--- src/rtl/dual_issue_scheduler.sv ---
// Dual-issue decode scheduler: detects intra-pair, load-use and branch hazards,
// splits dependent pairs across two cycles and drives decode-stage forward selects.
module dual_issue_scheduler (
  input  logic        clk,
  input  logic        reset,
  input  logic [31:0] instrd,
  input  logic [31:0] instrd2,
  input  logic        pairvalidd,
  input  logic        regwrited,
  input  logic        branchd,
  input  logic [4:0]  writeregd,
  input  logic        branchd2,
  input  logic        pcsrcd,
  input  logic        regwritee,
  input  logic        regwritee2,
  input  logic        memtorege,
  input  logic        memtorege2,
  input  logic [4:0]  writerege,
  input  logic [4:0]  writerege2,
  input  logic        regwritem,
  input  logic        regwritem2,
  input  logic [4:0]  writeregm,
  input  logic [4:0]  writeregm2,
  output logic        issue0,
  output logic        issue1,
  output logic        stallf,
  output logic        stalld,
  output logic        flushe,
  output logic [1:0]  forwardad,
  output logic [1:0]  forwardbd,
  output logic [1:0]  forwardad2,
  output logic [1:0]  forwardbd2,
  output logic [15:0] splitcount
);

  typedef enum logic {NORMAL = 1'b0, SPLIT = 1'b1} state_t;

  state_t      state;
  state_t      state_next;
  logic        split_enter;
  logic [4:0]  rs0, rt0, rs1, rt1;
  logic        intra_dep;
  logic        loaduse0, loaduse1;
  logic        branch0, branch1;
  logic        hazard0, hazard1;
  logic        unused_bits;

  // Register 0 is hardwired, so it never creates a dependency.
  function automatic logic reg_match(input logic [4:0] a, input logic [4:0] b);
    return (a == b) && (a != 5'd0);
  endfunction

  function automatic logic hits(input logic [4:0] dst, input logic [4:0] rs,
                                input logic [4:0] rt);
    return reg_match(dst, rs) || reg_match(dst, rt);
  endfunction

  assign rs0 = instrd[25:21];
  assign rt0 = instrd[20:16];
  assign rs1 = instrd2[25:21];
  assign rt1 = instrd2[20:16];

  assign unused_bits = ^{instrd[31:26], instrd[15:0], instrd2[31:26], instrd2[15:0]};

  assign intra_dep = regwrited && hits(writeregd, rs1, rt1);

  assign loaduse0 = (memtorege  && hits(writerege,  rs0, rt0)) ||
                    (memtorege2 && hits(writerege2, rs0, rt0));
  assign loaduse1 = (memtorege  && hits(writerege,  rs1, rt1)) ||
                    (memtorege2 && hits(writerege2, rs1, rt1));

  // Branches resolve in decode, so any execute-stage producer is a hazard.
  assign branch0 = branchd &&
                   (((regwritee  || memtorege)  && hits(writerege,  rs0, rt0)) ||
                    ((regwritee2 || memtorege2) && hits(writerege2, rs0, rt0)));
  assign branch1 = branchd2 &&
                   (((regwritee  || memtorege)  && hits(writerege,  rs1, rt1)) ||
                    ((regwritee2 || memtorege2) && hits(writerege2, rs1, rt1)));

  assign hazard0 = loaduse0 || branch0;
  assign hazard1 = loaduse1 || branch1;

  always_comb begin
    issue0      = 1'b0;
    issue1      = 1'b0;
    stallf      = 1'b0;
    stalld      = 1'b0;
    flushe      = 1'b0;
    split_enter = 1'b0;
    state_next  = state;
    if (reset) begin
      state_next = NORMAL;
    end else begin
      case (state)
        NORMAL: begin
          if (pairvalidd) begin
            if (hazard0 || (hazard1 && !intra_dep)) begin
              stallf = 1'b1;
              stalld = 1'b1;
              flushe = 1'b1;
            end else if (intra_dep && !pcsrcd) begin
              // Lane 1 waits one cycle; its own hazards are checked in SPLIT.
              issue0      = 1'b1;
              stallf      = 1'b1;
              stalld      = 1'b1;
              split_enter = 1'b1;
              state_next  = SPLIT;
            end else begin
              issue0 = 1'b1;
              issue1 = !pcsrcd;
            end
          end
        end
        SPLIT: begin
          if (hazard1) begin
            stallf = 1'b1;
            stalld = 1'b1;
            flushe = 1'b1;
          end else begin
            issue1     = 1'b1;
            state_next = NORMAL;
          end
        end
        default: state_next = NORMAL;
      endcase
    end
  end

  // Lane 0 prefers the younger M-stage lane; lane 1 uses the opposite encoding.
  always_comb begin
    forwardad  = 2'b00;
    forwardbd  = 2'b00;
    forwardad2 = 2'b00;
    forwardbd2 = 2'b00;
    if (!reset) begin
      if (regwritem2 && reg_match(writeregm2, rs0))     forwardad = 2'b10;
      else if (regwritem && reg_match(writeregm, rs0))  forwardad = 2'b01;
      if (regwritem2 && reg_match(writeregm2, rt0))     forwardbd = 2'b10;
      else if (regwritem && reg_match(writeregm, rt0))  forwardbd = 2'b01;
      if (regwritem2 && reg_match(writeregm2, rs1))     forwardad2 = 2'b01;
      else if (regwritem && reg_match(writeregm, rs1))  forwardad2 = 2'b10;
      if (regwritem2 && reg_match(writeregm2, rt1))     forwardbd2 = 2'b01;
      else if (regwritem && reg_match(writeregm, rt1))  forwardbd2 = 2'b10;
    end
  end

  always_ff @(posedge clk) begin
    if (reset) begin
      state      <= NORMAL;
      splitcount <= 16'd0;
    end else begin
      state <= state_next;
      if (split_enter && (splitcount != 16'hFFFF))
        splitcount <= splitcount + 16'd1;
    end
  end

endmodule
--- config.mk ---
export PLATFORM = sky130hd
export DESIGN_NAME = dual_issue_scheduler
export DESIGN_NICKNAME = d
export VERILOG_FILES = /design/src/rtl/dual_issue_scheduler.sv
export SDC_FILE = /design/constraint.sdc
export NUM_CORES = 1
export LEC_CHECK = 0
export BUFFER_PORTS_ARGS = -buffer_cell sky130_fd_sc_hd__buf_2
export CAP_MARGIN = 15
export CORE_AREA = 2 2 73 75
export DETAILED_ROUTE_END_ITERATION = 16
export DIE_AREA = 0 0 75 77
export GPL_TIMING_DRIVEN = 0
export PLACE_DENSITY = 0.93
export REMOVE_ABC_BUFFERS = 1
export SETUP_SLACK_MARGIN = 0.02
export SLEW_MARGIN = 5
export SYNTH_ARGS = -nofsm -noshare
export SYNTH_HDL_FRONTEND = slang
export SYNTH_SLANG_ARGS = --single-unit
--- constraint.sdc ---
create_clock -name clk -period 5 [get_ports clk]
set_clock_uncertainty 0.2 [all_clocks]
set_input_delay 0.25 -clock clk [delete_from_list [all_inputs] [get_ports clk]]
set_output_delay 0.25 -clock clk [all_outputs]
set_load 0.02 [all_outputs]
==> metrics.cfg <==
[cells_and_area]
final_common_cell = buf_2
nNetsFinal = 470
layout-area-overhead-vs-synth_pct = 16.1
post-route-util_pct = 54.9
drive_above_1_share_pct = 26.8
layout_common_cells = 86 x buf_2, 66 x xnor2_1, 24 x xor2_1
insertedDiodeCount = 0

[power]
p_int_uw = 267
seq_power_share_pct = 32.8
pwr-share-clk_pct = 26.0
p_leak_nw = 1.06
p_comb_share_pct = 41.2
peakVddDrop_mv = 0.0736
p_sw_uw = 147
p_per_area_mw_per_mm2 = 151
power_switching_share_pct = 35.5

[hold_path]
min_to = splitcount[7]$_SDFFE_PP0P_
hold_path.class = in2reg
min_path_cells = 2
hold_start = reset

[critical_path]
cp.required_ps = 4550
worst-setup-path-type = in2out
critical_path_arrival_ps = 2170
endpoint_kind = output pin
timing.rr.end = splitcount[13]$_SDFFE_PP0P_
reg2reg_slack_ps = 2440
cp_max_fo = 5
r2r_cells = 7
worstSetupStartpointType = input pin
rr_startpoint = splitcount[0]$_SDFFE_PP0P_

[route]
ant_nets = 0
post_drt_wl_per_cell_um = 14.9
drt_iter0_markers = 129
route.detailed.drc = 0
vias_per_cell = 5.78
dr.pass1.iters = 4
drt-total-wl_um = 6520
vias = 2520

[synthesis]
synth_cell_types = 50
syn_area_mm2 = 0.00235
synth_top_cell_by_area = xnor2_1
syn_avg_cell_area_um2 = 7.42
ys_ff_latch = 17
synth.top_cell.area_share_pct = 24.6
ys_seq_area_share_pct = 14.5
synth_ff_type = dfxtp_1
synth-edff-count = 0
ys_async_sr_fraction_pct = 0
ys_warn_count = 0
yosys-top-cells-area = xnor2_1 25%, dfxtp_1 14%, xor2_1 8.9%
synth_cells = 317

[sta]
slew_headroom_pct = 53.3
timing.final.max_slew_violations = 0
worstMarginPinSlew_ps = 699
fin_setup_tns_ps = 0
rsz0062_at_grt = no
setup_viol = 0
finalHoldViolCount = 0
fin_crit_sh_pct = 52.4
max_freq_ghz = 0.382
fin_crit_ps = 2620

[grt]
grt_pass1_wl_um = 10500
grtUsageTotal_pct = 22.7
use_met1_pct = 28.5
grt-busiest-layer = met2
grt_use_met3_pct = 2.50
antenna_found_initial = 0
grt_pass1_vias = 2294
grt_max_degree = 27
grt_use_met2_pct = 37.7
grt_overflow_total = 0

[cts]
cts_buffer_depth = 2
cts-root-buf = clkbuf_8
htreeDepth = 1
cts_hold_buf = 0
cts_buffers = 3
clk_pin_slew_ps = 70
post-cts-setup-buffers = 0
cts_sinks = 17
cts_resized = 0
clock_latency_ps = 260
cts_tree = built

[die]
rows = 26
io_pins = 131
start_util_pct = 47.3
coreArea_mm2 = 0.00498
fp.dieH_um = 77
dieWidth_um = 75
dieArea_mm2 = 0.00578

[run_status]
status = completed

[place]
routabilityCongestion = 0.983
portBuffers = 86
dpl.hpwl_um = 5200

[run]
cap_violations = 0

-- per-stage QoR --
step	cells	cell area [um2]	total power [mW]	hold WS, ps	worst slack, ps
after floorplan	276	2170	0.234	119	2360
after detailed placement	432	2690	0.309	288	2350
after global placement	432	2690	0.303	273	2370
final	436	2730	0.414	245	2380
after CTS	436	2730	0.415	227	2360
after global routing	436	2730	0.436	244	2200
-- layer usage --
layer	up-vias	part of all wire (%)
li1	1215	-
met1	1167	41
met2	120	49
met3	18	6.7
met4	0	3.0
met5	-	0
-- synthesized netlist by cell type (all sizes together), types with 4 or more instances --
| library cell | instances |
|---|---|
| xor2 | 24 |
| xnor2 | 66 |
| o22ai | 5 |
| nor3 | 4 |
| nand2 | 23 |
| nor2b | 4 |
| or4 | 11 |
| nor4 | 12 |
| and4 | 4 |
| nand4 | 4 |
| o31ai | 6 |
| clkbuf | 27 |
| nor2 | 20 |
| dfxtp | 17 |
| o41ai | 4 |
| buf | 14 |
| a21oi | 11 |
| nand3 | 22 |
-- sequential cells by signal, summed over array words and instances (netlist names) --
name,count
state,1
splitcount,16
-- how the worst max path moves through the flow --
stage	to	startpoint	slack (ps)
4_1_cts	issue0	writerege2[1]	2360
3_3_place_gp	issue0	writerege2[1]	2370
6_report	issue0	writerege2[1]	2380
5_1_grt	issue0	writerege2[1]	2200
3_5_place_dp	issue0	writerege2[1]	2350
2_1_floorplan	stalld	writeregd[1]	2360
-- cell type report --
class | count | area (um2)
clock buffer | 4 | 45.0
tap | 70 | 87.6
multi-input combinational | 257 | 1820
timing repair buffer | 86 | 430
fill | 466 | 2240
inverter | 2 | 7.51
sequential | 17 | 340
-- cell families after synthesis --
| group | count (synthesis) | synth area share, % |
|---|---|---|
| XOR/XNOR | 90 | 33.5 |
| flip-flops | 17 | 14.5 |
| buffers and inverters | 43 | 8.13 |
| adder cells (fa/ha/maj) | 1 | 0.532 |
| AND/OR/NAND/NOR | 114 | 26.7 |
| AO/OA/AOI/OAI | 48 | 14.8 |
| multiplexers | 4 | 1.81 |
-- power by group through the flow --
stage | logic (mW) | registers (mW) | clock network [mW]
5_1_grt | 0.186 | 0.136 | 0.114
3_3_place_gp | 0.164 | 0.139 | 0
6_report | 0.170 | 0.136 | 0.108
3_5_place_dp | 0.170 | 0.139 | 0
4_1_cts | 0.170 | 0.136 | 0.109
2_1_floorplan | 0.0948 | 0.139 | 0
-- critical path: stages --
cell	delay (ps)
buf_2	140
or4_1	510
nor2_1	150
nor2_1	100
a221oi_1	560
o21ai_0	170
nor2_1	110
buf_2	170
Note: power is estimated with default switching activity, not from simulation.
